## src/rtl/ucsbece154b_refill_assembler.sv

```systemverilog
// Cache-line refill assembler: pops BLOCK_WORDS words from the memory-response FIFO,
// forwards the requested word early, then hands the packed line to the cache.
module ucsbece154b_refill_assembler #(
    parameter int DATA_WIDTH  = 32,
    parameter int BLOCK_WORDS = 4,
    parameter int ADDR_WIDTH  = 32
) (
    input  logic                              clk_i,
    input  logic                              rst_i,
    input  logic                              req_valid_i,
    input  logic [ADDR_WIDTH-1:0]             req_addr_i,
    output logic                              req_ready_o,
    input  logic [DATA_WIDTH-1:0]             fifo_data_i,
    input  logic                              fifo_valid_i,
    output logic                              fifo_pop_o,
    output logic                              crit_valid_o,
    output logic [DATA_WIDTH-1:0]             crit_data_o,
    output logic                              line_valid_o,
    input  logic                              line_ready_i,
    output logic [ADDR_WIDTH-1:0]             line_addr_o,
    output logic [BLOCK_WORDS*DATA_WIDTH-1:0] line_data_o
);

    localparam int OFF_W = $clog2(BLOCK_WORDS);
    localparam logic [ADDR_WIDTH-1:0] OFF_MASK = ADDR_WIDTH'((64'd1 << (OFF_W + 2)) - 64'd1);
    localparam logic [OFF_W-1:0] LAST_WORD = OFF_W'(BLOCK_WORDS - 1);

    typedef enum logic [1:0] {IDLE, FILL, DONE} state_t;

    state_t                              state_q, state_d;
    logic [OFF_W-1:0]                    count_q, count_d;
    logic [OFF_W-1:0]                    offset_q, offset_d;
    logic [ADDR_WIDTH-1:0]               line_addr_q, line_addr_d;
    logic [BLOCK_WORDS*DATA_WIDTH-1:0]   line_data_q, line_data_d;
    logic                                line_valid_q, line_valid_d;
    logic                                crit_valid_q, crit_valid_d;
    logic [DATA_WIDTH-1:0]               crit_data_q, crit_data_d;
    logic                                pop;

    // Words only leave the FIFO while filling; DONE ignores a valid head word.
    assign pop = (state_q == FILL) && fifo_valid_i;

    always_comb begin
        state_d      = state_q;
        count_d      = count_q;
        offset_d     = offset_q;
        line_addr_d  = line_addr_q;
        line_data_d  = line_data_q;
        line_valid_d = line_valid_q;
        crit_valid_d = 1'b0;
        crit_data_d  = crit_data_q;
        case (state_q)
            IDLE: begin
                if (req_valid_i) begin
                    line_addr_d = req_addr_i & ~OFF_MASK;
                    offset_d    = req_addr_i[OFF_W+1:2];
                    count_d     = '0;
                    state_d     = FILL;
                end
            end
            FILL: begin
                if (pop) begin
                    line_data_d[count_q*DATA_WIDTH +: DATA_WIDTH] = fifo_data_i;
                    count_d = count_q + OFF_W'(1);
                    if (count_q == offset_q) begin
                        crit_valid_d = 1'b1;
                        crit_data_d  = fifo_data_i;
                    end
                    if (count_q == LAST_WORD) begin
                        line_valid_d = 1'b1;
                        state_d      = DONE;
                    end
                end
            end
            DONE: begin
                if (line_ready_i) begin
                    line_valid_d = 1'b0;
                    state_d      = IDLE;
                end
            end
            default: state_d = IDLE;
        endcase
    end

    always_ff @(posedge clk_i or posedge rst_i) begin
        if (rst_i) begin
            state_q      <= IDLE;
            count_q      <= '0;
            offset_q     <= '0;
            line_addr_q  <= '0;
            line_data_q  <= '0;
            line_valid_q <= 1'b0;
            crit_valid_q <= 1'b0;
            crit_data_q  <= '0;
        end else begin
            state_q      <= state_d;
            count_q      <= count_d;
            offset_q     <= offset_d;
            line_addr_q  <= line_addr_d;
            line_data_q  <= line_data_d;
            line_valid_q <= line_valid_d;
            crit_valid_q <= crit_valid_d;
            crit_data_q  <= crit_data_d;
        end
    end

    assign req_ready_o  = (state_q == IDLE);
    assign fifo_pop_o   = pop;
    assign crit_valid_o = crit_valid_q;
    assign crit_data_o  = crit_data_q;
    assign line_valid_o = line_valid_q;
    assign line_addr_o  = line_addr_q;
    assign line_data_o  = line_data_q;

endmodule
```

## config.mk

```make
export PLATFORM = sky130hd
export DESIGN_NAME = ucsbece154b_refill_assembler
export DESIGN_NICKNAME = d
export VERILOG_FILES = /design/src/rtl/ucsbece154b_refill_assembler.sv
export SDC_FILE = /design/constraint.sdc
export NUM_CORES = 1
export LEC_CHECK = 0
export BUFFER_PORTS_ARGS = -buffer_cell sky130_fd_sc_hd__buf_4
export CORE_MARGIN = 2
export CORE_UTILIZATION = 50
export DETAILED_ROUTE_END_ITERATION = 7
export PLACE_DENSITY = 0.87
export SKIP_CTS_REPAIR_TIMING = 1
export SLEW_MARGIN = 10
export SYNTH_ARGS = -nofsm -noshare
export SYNTH_HDL_FRONTEND = slang
export SYNTH_SLANG_ARGS = --single-unit
```

## constraint.sdc

```tcl
create_clock -name clk_i -period 8.2 [get_ports clk_i]
set_input_delay 0.82 -clock clk_i [delete_from_list [all_inputs] [get_ports clk_i]]
set_output_delay 0.82 -clock clk_i [all_outputs]
set_load 0.01 [all_outputs]
```

Word level (Yosys, flattened, before mapping) --
Cells that the tools add are included. W data, S select, Z words.
Word-level totals: register bits after elaboration 196, bits in latches 0, bits in writable memories 0, memory bits (read-only) 0, output and inout port bits 196, word-level logic and storage cells 46, memories 0
Cells by class: $add $sub $neg 2, $mul 0, div/mod/pow operators 0, $lt $le $gt $ge 0, equality and inequality tests 8, shifts and indexed selects 2, multiplexer cells 16, bitwise operators 0, reductions and logical operators 10
Operators with widths (number):
- $bwmux W128 | 1
- $shift A32 B34 Y128 const A | 1
- $shiftx A32 B34 Y128 | 1
- $neg A7 Y34 | 1
- $mux W2 | 6
- $reduce_and A4 Y1 | 2
- $mux W1 | 6
- $ne A2 B2 Y1 const B | 3
- $pmux W2 S3 | 1
- $reduce_and A3 Y1 | 2
- $eq A2 B2 Y1 const B | 2
- $pmux W2 S2 | 1
- $reduce_and A2 Y1 | 2
- $reduce_bool A2 Y1 | 2
- $add A2 B1 Y2 const B | 1
- $eq A2 B1 Y1 const B | 1
- $eq A2 B2 Y1 | 1
- $logic_not A2 Y1 | 1
- $ne A2 B1 Y1 const B | 1
- $pmux W1 S2 | 1
- $logic_and A1 B1 Y1 | 1

Longest topological paths before layout --
Gate-level depths: netlist of run 1.
depth after elaboration 4, depth in mapped cells 8

Least setup slack after synthesis of run 1 --
No wires, ideal clock.
kind input port to flip-flop, start input port fifo_valid_i, end register crit_data_q[0] (netlist: crit_data_o[0]), arrival 1.944 ns, required time 8.075 ns, path slack 6.131 ns, cell stages on the path 5, path through buf_2 > nand3b_4 > nor3_4 > buf_6 > mux2_2
On the way: longest elaborated chain between the ends 2
Ends and longest elaborated chain:
- start, declared | line 14 | input logic fifo_valid_i,
- $logic_and A1 B1 Y1 | line 41 | assign pop = (state_q == FILL) && fifo_valid_i;
- $reduce_and A3 Y1 (no source line)
- end signal, assigned | line 103 | crit_data_q <= crit_data_d;
- end, declared | line 37 | logic [DATA_WIDTH-1:0] crit_data_q, crit_data_d;
No other way between the ends. A chain may end at the register's enable or synchronous reset.

Worst setup path in the final report of run 1 --
start register count_q[0], end register line_data_q[66] (netlist: line_data_o[66])
On the way: longest elaborated chain between the ends 3
Ends and longest elaborated chain:
- start, declared | line 31 | logic [OFF_W-1:0] count_q, count_d;
- start signal, assigned | line 97 | count_q <= count_d;
- $neg A7 Y34 (*) | line 63 | line_data_d[count_q*DATA_WIDTH +: DATA_WIDTH] = fifo_data_i;
- $shiftx A32 B34 Y128 or $shift A32 B34 Y128 (tied branches) | line 63
- $bwmux W128 (*) | line 63
- end signal, assigned | line 100 | line_data_q <= line_data_d;
- end, declared | line 34 | logic [BLOCK_WORDS*DATA_WIDTH-1:0] line_data_q, line_data_d;
Every way passes the cells marked *; elsewhere a longest branch is shown, timed or not.

==> run metrics, run 1 <==
DIE WIDTH=128 um; CP top delay family=simple AND/OR/NAND/NOR gates; Sink Count=196; WL/cell=18.1 um; # port buffers=258; RSZ-0062 raised after global routing=no; minimum clock period after layout=2.99 ns; yosys warns=0; Post-Route Setup TNS=0 ns; endpoints failing setup=0; Pleak=0.00503 uW; Seq. cell area=4900 sq um; critical path type=register to register; PD cells=401 nW/um^2; Synth area leaders=dfrtp_1 64%, nand2_1 9.5%, mux2_2 8.3%; Worst slew margin=29.7%; Yosys top cell area share=63.7%; Longest Clk Path Bufs=2; IO Count=265; skew final=0.00775 ns; number of diodes=0; Seq/Total Area, Yosys=63.7%; NumNets Final=986; area of the multi-input gates=2580 sq um; CTS tree=yes; Root Buffer Master=clkbuf_16; first-pass GRT wire length=31500 um; Post-Synth Adder-Cell Area=0.975%; element type at the critical path start=register; clock power share=20.4%; met3 usage=5.97%; First DRT Iteration DRCs=387; Flop pwr share=39.2%; dpl cell area=9760 sq um; FP Rows=45; FFs w/ async S/R, synth=100%; area grow syn2layout=34.7%; ys flop type=dfrtp_1; Clk Latency, worst-skew pair=0.42 ns; Placer Congestion=0.831; fmax=0.334 GHz; TritonRoute pass-1 iters=4; final hold violations=0; outcome=complete, no violations; maximum net fanout on the critical path=33; post-synthesis mux area share=9.07%; Synth Area in Compound Gates=10.4%; vias in the first global route=5821; Synth Area in Simple Gates=12.3%; routed vias/inst=5.28; slowest stage delay, CP=0.95 ns; largest net degree at the start of global routing=126; Required @ worst endpoint=8.56 ns; distinct cell type count after synthesis=31; Avg Cell Area, Syn=11.5 sq um; Synth area leader=dfrtp_1; Synth Register Bits=196; Sw Ratio=35.2%; Crit path buffers/inverters=2; share of cells above drive strength 1=39.7%; Synth Area in XOR/XNOR=0.228%; Synth Cell Area=7700 sq um; fillcell total=1078; R2R Setup Slk=5.21 ns; Via Count=5873; Die Y=128 um; GRT Total Usage=25.1%; most common cell after layout, fill and taps aside=buf_4; initial antenna violation count=0; Gate power share=40.4%; cells after synthesis=669; peak supply drop=207 uV; grt total ovfl=0; # Max-Cap Violations=0; Post-synth EDFFs=0; CTS Buf Count=17; crit path capture type=register; Detailed Route WL=20200 um; Hold WC Path Type=register to register; main combinational cell family by area after synthesis=simple AND/OR/NAND/NOR gates; NetSw=1460 uW; commonest cells after routing, fill and taps aside=268 x buf_4, 196 x dfrtp_1, 194 x nand2_1; M1 GR Usage=32.8%; Tcrit/Tclk final=36.5%; drt drc=0; Placeable Area=15100 sq um; antenna-violating nets left=0; CP Data Arrival Time=3.35 ns; Die ar.=16400 sq um; Clock transition at path regs=0.07 ns; # H-tree levels=4; count of final max-slew check failures=0; CP max stage cell=nor4_4; Worst Tran Pin Value=1.05 ns; internal cell power=2690 uW; worst-path cell chain=inv_1, ha_1, nand4b_4, nor4_4, buf_4, a22o_1; Finished Cell Area=10400 sq um; DP Wirelength=13900 um; Starting Density=50.8%; global route hottest layer=met2; met2 usage=41.1%
[power by group through the flow]
stage / Combinational, uW / Clock (uW) / Sequential, uW
3_3_place_gp: 1650 / 0 / 1610
6_report: 1680 / 846 / 1630
2_1_floorplan: 656 / 0 / 1790
5_1_grt: 1810 / 906 / 1680
4_1_cts: 1700 / 860 / 1630
3_5_place_dp: 1690 / 0 / 1640
[kinds of logic after synthesis]
kind of cell,after synthesis
flip-flops,196
other,1
multiplexers,62
buffers and inverters,52
adder cells (fa/ha/maj),6
AND/OR/NAND/NOR,215
XOR/XNOR,2
AO/OA/AOI/OAI,135
[registers in the layout, indices dropped and copies added (netlist names)]
| register | flops |
|---|---|
| count_q | 2 |
| line_valid_o | 1 |
| crit_data_o | 32 |
| crit_valid_o | 1 |
| line_data_o | 128 |
| line_addr_o | 28 |
| state_q | 2 |
| offset_q | 2 |
[worst register-to-register path, stage by stage (launching register included)]
cell and delay (ns):
dfrtp_1 0.54, inv_1 0.18, ha_1 0.21, nand4b_4 0.48, nor4_4 0.95, buf_4 0.39, a22o_1 0.18
[cells in the mapped netlist, types with 3 or more instances]
library cell and count:
dfrtp_1 196, nand2_1 194, o21ai_0 99, mux2_2 57, a22o_1 33, clkbuf_1 28
buf_2 12, ha_1 6, buf_4 5, mux2_1 5, inv_1 4, buf_6 3
nand4b_1 3, nor2_1 3
[final cells by class]
class	instances	share of cell area [%]
repair buffers	268	19.4
clock inverters	14	1.63
inverters	4	0.217
well taps	188	2.27
multi-input cells	424	24.9
clock buffers	18	4.24
flip-flops and latches	196	47.3
[through the flow]
step	utilization (%)	setup WS, ns	hold WS (ns)	instances	power (uW)
after global placement	64.4	5.11	0.463	1080	3260
after global routing	68.5	4.97	0.501	1112	4400
after floorplan	-	2.04	0.501	672	2440
final	68.5	5.21	0.484	1112	4150
after CTS	68.5	5.14	0.488	1112	4190
after detailed placement	64.4	5.09	0.471	1080	3330
[routing by layer]
metal | share of wire [%] | routed length [um] | vias to the layer above
met5 | 0 | 0 | -
met4 | 3.1 | 619 | 0
met3 | 5.9 | 1190 | 43
met2 | 50 | 10100 | 210
met1 | 41 | 8310 | 2878
li1 | - | - | 2742
[final timing paths]
path,start,end,cells past startpoint
setup / recovery,count_q[0],line_data_o[66],6
hold / removal,line_data_o[19],line_data_o[19],2
min in group asynchronous,rst_i,crit_valid_o,2
setup reg to reg,count_q[0],line_data_o[66],6
hold reg to reg,line_data_o[19],line_data_o[19],2
max in group asynchronous,rst_i,line_data_o[118],3
Power figures use the tool's default switching activity.
==> inputs of run 2 (changes only) <==
CORE_UTILIZATION = 45   (was 50)
PLACE_DENSITY = 0.83   (was 0.87)
clock period = 2.4 ns   (was 8.2 ns; I/O delays follow)
==> run 2 against run 1 <==
Compared with the run above:
- non-clock buffer count up 13
- sequential cell count stayed put
- sequential share of layout area decreased by 0.81 points
- critical path type unchanged
==> run metrics, run 2 (synthesized netlist as in run 1, its figures left out) <==
number of diodes=0 (unchanged); count of final max-slew check failures=0 (unchanged); routed vias/inst=5.10 (was 5.28); CTS tree=yes (unchanged); FP Rows=47 (was 45); WL/cell=17.8 um (was 18.1 um); Clock transition at path regs=0.07 ns (about the same); NumNets Final=999 (was 986); drt drc=0 (unchanged); Starting Density=46.3% (was 50.8%); peak supply drop=709 uV (was 207 uV); Root Buffer Master=clkbuf_16 (unchanged); most common cell after layout, fill and taps aside=buf_4 (unchanged); fillcell total=1321 (was 1078); Required @ worst endpoint=2.77 ns (was 8.56 ns); CTS Buf Count=17 (unchanged); GRT Total Usage=23.0% (was 25.1%); Tcrit/Tclk final=81.4% (was 36.5%); antenna-violating nets left=0 (unchanged); Final Util=63.4% (was 68.5%); element type at the critical path start=register (unchanged); final hold violations=0 (unchanged); IO Count=265 (unchanged); RSZ-0062 raised after global routing=no (unchanged); # H-tree levels=4 (unchanged); slowest stage delay, CP=0.47 ns (was 0.95 ns); area of the multi-input gates=2580 sq um (unchanged); PD cells=1350 nW/um^2 (was 401 nW/um^2); Seq. cell area=4900 sq um (unchanged); CP max stage cell=ha_1 (was nor4_4); CP Data Arrival Time=2.32 ns (was 3.35 ns); Pleak=0.00510 uW (was 0.00503 uW); minimum clock period after layout=1.95 ns (was 2.99 ns); vias in the first global route=5959 (was 5821); # Max-Cap Violations=0 (unchanged); initial antenna violation count=0 (unchanged); area grow syn2layout=37.0% (was 34.7%); TritonRoute pass-1 iters=5 (was 4); DIE WIDTH=135 um (was 128 um); Placeable Area=16600 sq um (was 15100 sq um); Die ar.=18200 sq um (was 16400 sq um); maximum net fanout on the critical path=22 (was 33); crit path capture type=register (unchanged); first-pass GRT wire length=32200 um (was 31500 um); share of cells above drive strength 1=40.4% (was 39.7%); Sink Count=196 (unchanged); endpoints failing setup=0 (unchanged); Die Y=135 um (was 128 um); Worst slew margin=60.3% (was 29.7%); # port buffers=258 (unchanged); Finished Cell Area=10500 sq um (was 10400 sq um); fmax=0.512 GHz (was 0.334 GHz); number of flip-flops in the largest register=128 (unchanged); dpl cell area=9950 sq um (was 9760 sq um); critical path type=register to register (unchanged); Worst Tran Pin Value=0.596 ns (was 1.05 ns); Detailed Route WL=20600 um (was 20200 um); Hold WC Path Type=primary input to register (was register to register); grt total ovfl=0 (unchanged); First DRT Iteration DRCs=343 (was 387); Via Count=5899 (was 5873); skew final=0.0130 ns (was 0.00775 ns); DP Wirelength=14600 um (was 13900 um); outcome=complete, no violations (unchanged); commonest cells after routing, fill and taps aside=275 x buf_4, 196 x dfrtp_1, 194 x nand2_1 (was 268 x buf_4, 196 x dfrtp_1, 194 x nand2_1); largest net degree at the start of global routing=73 (was 126); Placer Congestion=0.823 (was 0.831); Clk Latency, worst-skew pair=0.43 ns (was 0.42 ns); worst-path cell chain=inv_1, ha_1, nand2b_1, nor4_4, buf_4, a22o_1 (was inv_1, ha_1, nand4b_4, nor4_4, buf_4, a22o_1); Longest Clk Path Bufs=2 (unchanged)
[run 2: report_power, final]
group	internal, uW	leakage, uW	switching [uW]	total [uW]
sequential	4700	0.00258	812	5510
clock	1520	0.000286	1320	2840
combinational	3000	0.00224	2900	5900
total	9230	0.00510	5020	14300
[run 2: final timing paths]
kind                                    to  cells past startpoint             from  slack, ns
setup / recovery           line_data_o[72]                      6       count_q[1]       0.45
hold / removal                  state_q[1]                      2     line_ready_i      0.004
setup reg to reg           line_data_o[72]                      6       count_q[1]       0.45
hold reg to reg            line_data_o[50]                      2  line_data_o[50]       0.48
max in group asynchronous   line_addr_o[7]                      4            rst_i       1.36
min in group asynchronous  line_data_o[88]                      3            rst_i       0.35
[run 2: layout make-up]
| type | instances | share of cell area, % |
|---|---|---|
| Sequential cell | 196 | 46.5 |
| Multi-Input combinational cell | 424 | 24.5 |
| Timing Repair Buffer | 281 | 20.6 |
| Clock buffer | 19 | 4.29 |
| Tap cell | 220 | 2.61 |
| Clock inverter | 13 | 1.29 |
| Inverter | 4 | 0.178 |
[run 2: critical path, delay by kind of cell (launching register included)]
family / cells / cell delay [ns]
AOI/OAI and AO/OA: 1 / 0.19
adders and majority gates: 1 / 0.47
buffers and inverters: 2 / 0.46
DFF: 1 / 0.44
and+or+nand+nor: 2 / 0.32
[run 2: metal layers]
metal	track usage, %	wire length (um)	part of all wire, %
met1	29.6	8490	41
met2	38.4	10400	50
met3	6.31	1340	6.5
met4	6.55	392	1.9
met5	0	0	0
[run 2: metrics by stage]
stage	setup slack (ns)	power (uW)	hold slack (ns)	TNS, ns	std cells
2_1_floorplan	-0.372	8340	0.347	-72.99	672
3_3_place_gp	0.517	11300	0.239	0	1124
3_5_place_dp	0.462	11500	0.233	0	1124
4_1_cts	0.448	14400	-0.224	0	1156
5_1_grt	0.312	15100	0.0193	0	1157
6_report	0.445	14300	0.00355	0	1157
==> inputs of run 3 (changes only) <==
clock period = 1.7 ns   (was 2.4 ns; I/O delays follow)
==> run 3 against run 2 <==
Compared with the run above:
- the flow now finishes with violations (negative setup slack)
- sequential cell count unchanged
- core utilization grew 5.1 points
- clock skew is 0.0035 ns lower
- sequential power rose by 42%
- final cell count is 4.5% higher
- global-route usage fell by 0.053 points
- register-to-register slack lost 0.47 ns
- clock-buffer cell count shrank 2
- worst setup slack worse by 0.47 ns
- critical endpoint is now crit_data_o[30]
==> run metrics, run 3 (synthesized netlist as in run 1, its figures left out) <==
IO Count=265 (unchanged); Root Buffer Master=clkbuf_16 (unchanged); fmax=0.579 GHz (was 0.512 GHz); Sw Ratio=35.1% (was 35.3%); DP Wirelength=14600 um (about the same); CP Data Arrival Time=2.04 ns (was 2.32 ns); failing checks=negative setup slack; area grow syn2layout=48.1% (was 37.0%); Post-Route Setup TNS=-0.443 ns (was 0 ns); critical path type=register to register (unchanged); # port buffers=258 (unchanged); Flop pwr share=36.5% (was 38.7%); skew final=0.00953 ns (was 0.0130 ns); Most Frequent Cell on Critical Path=buf_12; CP max stage cell=dfrtp_1 (was ha_1); vias in the first global route=6026 (was 5959); PD cells=1870 nW/um^2 (was 1350 nW/um^2); Non-Filler Instances=1209 (was 1157); minimum clock period after layout=1.73 ns (was 1.95 ns); # placed instances=1130 (was 1124); Design Power=21400 uW (was 14300 uW); Clk Latency, worst-skew pair=0.43 ns (about the same); maximum net fanout on the critical path=15 (was 22); GRT Total Usage=23.0% (about the same); crit path capture type=register (unchanged); Die ar.=18200 sq um (unchanged); final hold violations=0 (unchanged); number of flip-flops in the largest register=128 (unchanged); # H-tree levels=4 (unchanged); Die Y=135 um (unchanged); CTS Buf Count=17 (unchanged); Pleak=0.00547 uW (was 0.00510 uW); Detailed Route WL=22200 um (was 20600 um); number of diodes=0 (unchanged); Placeable Area=16600 sq um (unchanged); NumNets Final=1051 (was 999); most common cell after layout, fill and taps aside=buf_4 (unchanged); Crit path buffers/inverters=3 (was 2); TritonRoute pass-1 iters=5 (unchanged); outcome=complete, but fails checks (was complete, no violations); grt total ovfl=0 (unchanged); first-pass GRT wire length=32200 um (about the same); WL/cell=18.4 um (was 17.8 um); CP top delay family=buffers and inverters (was adder cells); Gate power share=43.7% (was 41.4%); element type at the critical path start=register (unchanged); endpoints failing setup=29 (was 0); CTS tree=yes (unchanged); internal cell power=13900 uW (was 9230 uW); Finished Cell Area=11400 sq um (was 10500 sq um); largest net degree at the start of global routing=70 (was 73); initial antenna violation count=0 (unchanged); slowest stage delay, CP=0.39 ns (was 0.47 ns); routed vias/inst=5.13 (was 5.10); NetSw=7490 uW (was 5020 uW); dpl cell area=10100 sq um (was 9950 sq um); DIE WIDTH=135 um (unchanged); final worst slack=-0.0273 ns (was 0.445 ns); worst-path cell chain=buf_4, xor2_1, nor3_4, buf_12, buf_12, mux2_2 (was inv_1, ha_1, nand2b_1, nor4_4, buf_4, a22o_1); Placer Congestion=0.829 (was 0.823); Required @ worst endpoint=2.01 ns (was 2.77 ns); commonest cells after routing, fill and taps aside=271 x buf_4, 196 x dfrtp_1, 182 x nand2_1 (was 275 x buf_4, 196 x dfrtp_1, 194 x nand2_1); Clock transition at path regs=0.08 ns (was 0.07 ns); First DRT Iteration DRCs=411 (was 343); drt drc=0 (unchanged); share of cells above drive strength 1=42.6% (was 40.4%); RSZ-0062 raised after global routing=yes (was no); count of final max-slew check failures=0 (unchanged); antenna-violating nets left=0 (unchanged); FP Rows=47 (unchanged); Via Count=6198 (was 5899); Hold WC Path Type=primary input to register (unchanged); Longest Clk Path Bufs=2 (unchanged); # Max-Cap Violations=0 (unchanged); Sink Count=196 (unchanged); clock power share=19.8% (was 19.9%); Starting Density=46.3% (unchanged); Tcrit/Tclk final=102% (was 81.4%); peak supply drop=989 uV (was 709 uV)
[run 3: layout make-up]
cell class	instances	area [sq um]
fillers	1173	5240
flip-flops and latches	196	4900
clock inverters	15	196
inverters	4	18.8
repair buffers	333	2840
well taps	220	275
clock buffers	17	425
multi-input cells	424	2740
[run 3: layer usage]
layer,up-vias,routed length [um],GRT usage [%]
li1,2869,-,-
met1,3081,8980,29.5
met2,219,11500,38.2
met3,29,1330,5.71
met4,0,461,8.07
met5,-,0,0
[run 3: worst register-to-register path, delay by kind of cell, from the launching register on]
family	cells	cell delay (ns)
buffers and inverters	3	0.46
XOR/XNOR	1	0.19
multiplexers	1	0.35
flip-flops	1	0.39
AND/OR/NAND/NOR	1	0.23
[run 3: stage by stage]
step | utilization (%) | hold WS, ns | setup WS, ns
6_report | 68.5 | 0.00512 | -0.0273
5_1_grt | 68.5 | 0.00161 | -0.0911
4_1_cts | 64.7 | -0.305 | -0.115
3_5_place_dp | 60.9 | 0.148 | -0.0812
3_3_place_gp | 60.9 | 0.146 | 0.0409
2_1_floorplan | - | 0.277 | -1.00
[run 3: path summary, 6_finish.rpt]
kind,startpoint,endpoint,slack [ns],cells past startpoint
max in group asynchronous,rst_i,line_addr_o[8],0.74,4
min in group asynchronous,rst_i,line_data_o[61],0.27,3
min,fifo_data_i[3],line_data_o[67],0.005,2
min reg2reg,line_data_o[48],line_data_o[48],0.48,2
max reg2reg,count_q[1],crit_data_o[30],-0.03,6
max,count_q[1],crit_data_o[30],-0.03,6
[run 3: power by group through the flow]
| stage | combinational [uW] | clock (uW) | sequential [uW] |
|---|---|---|---|
| 2_1_floorplan | 3280 | 0 | 8610 |
| 3_3_place_gp | 8580 | 0 | 7720 |
| 3_5_place_dp | 8830 | 0 | 7830 |
| 4_1_cts | 8860 | 4300 | 7770 |
| 5_1_grt | 10100 | 4480 | 8020 |
| 6_report | 9350 | 4220 | 7800 |
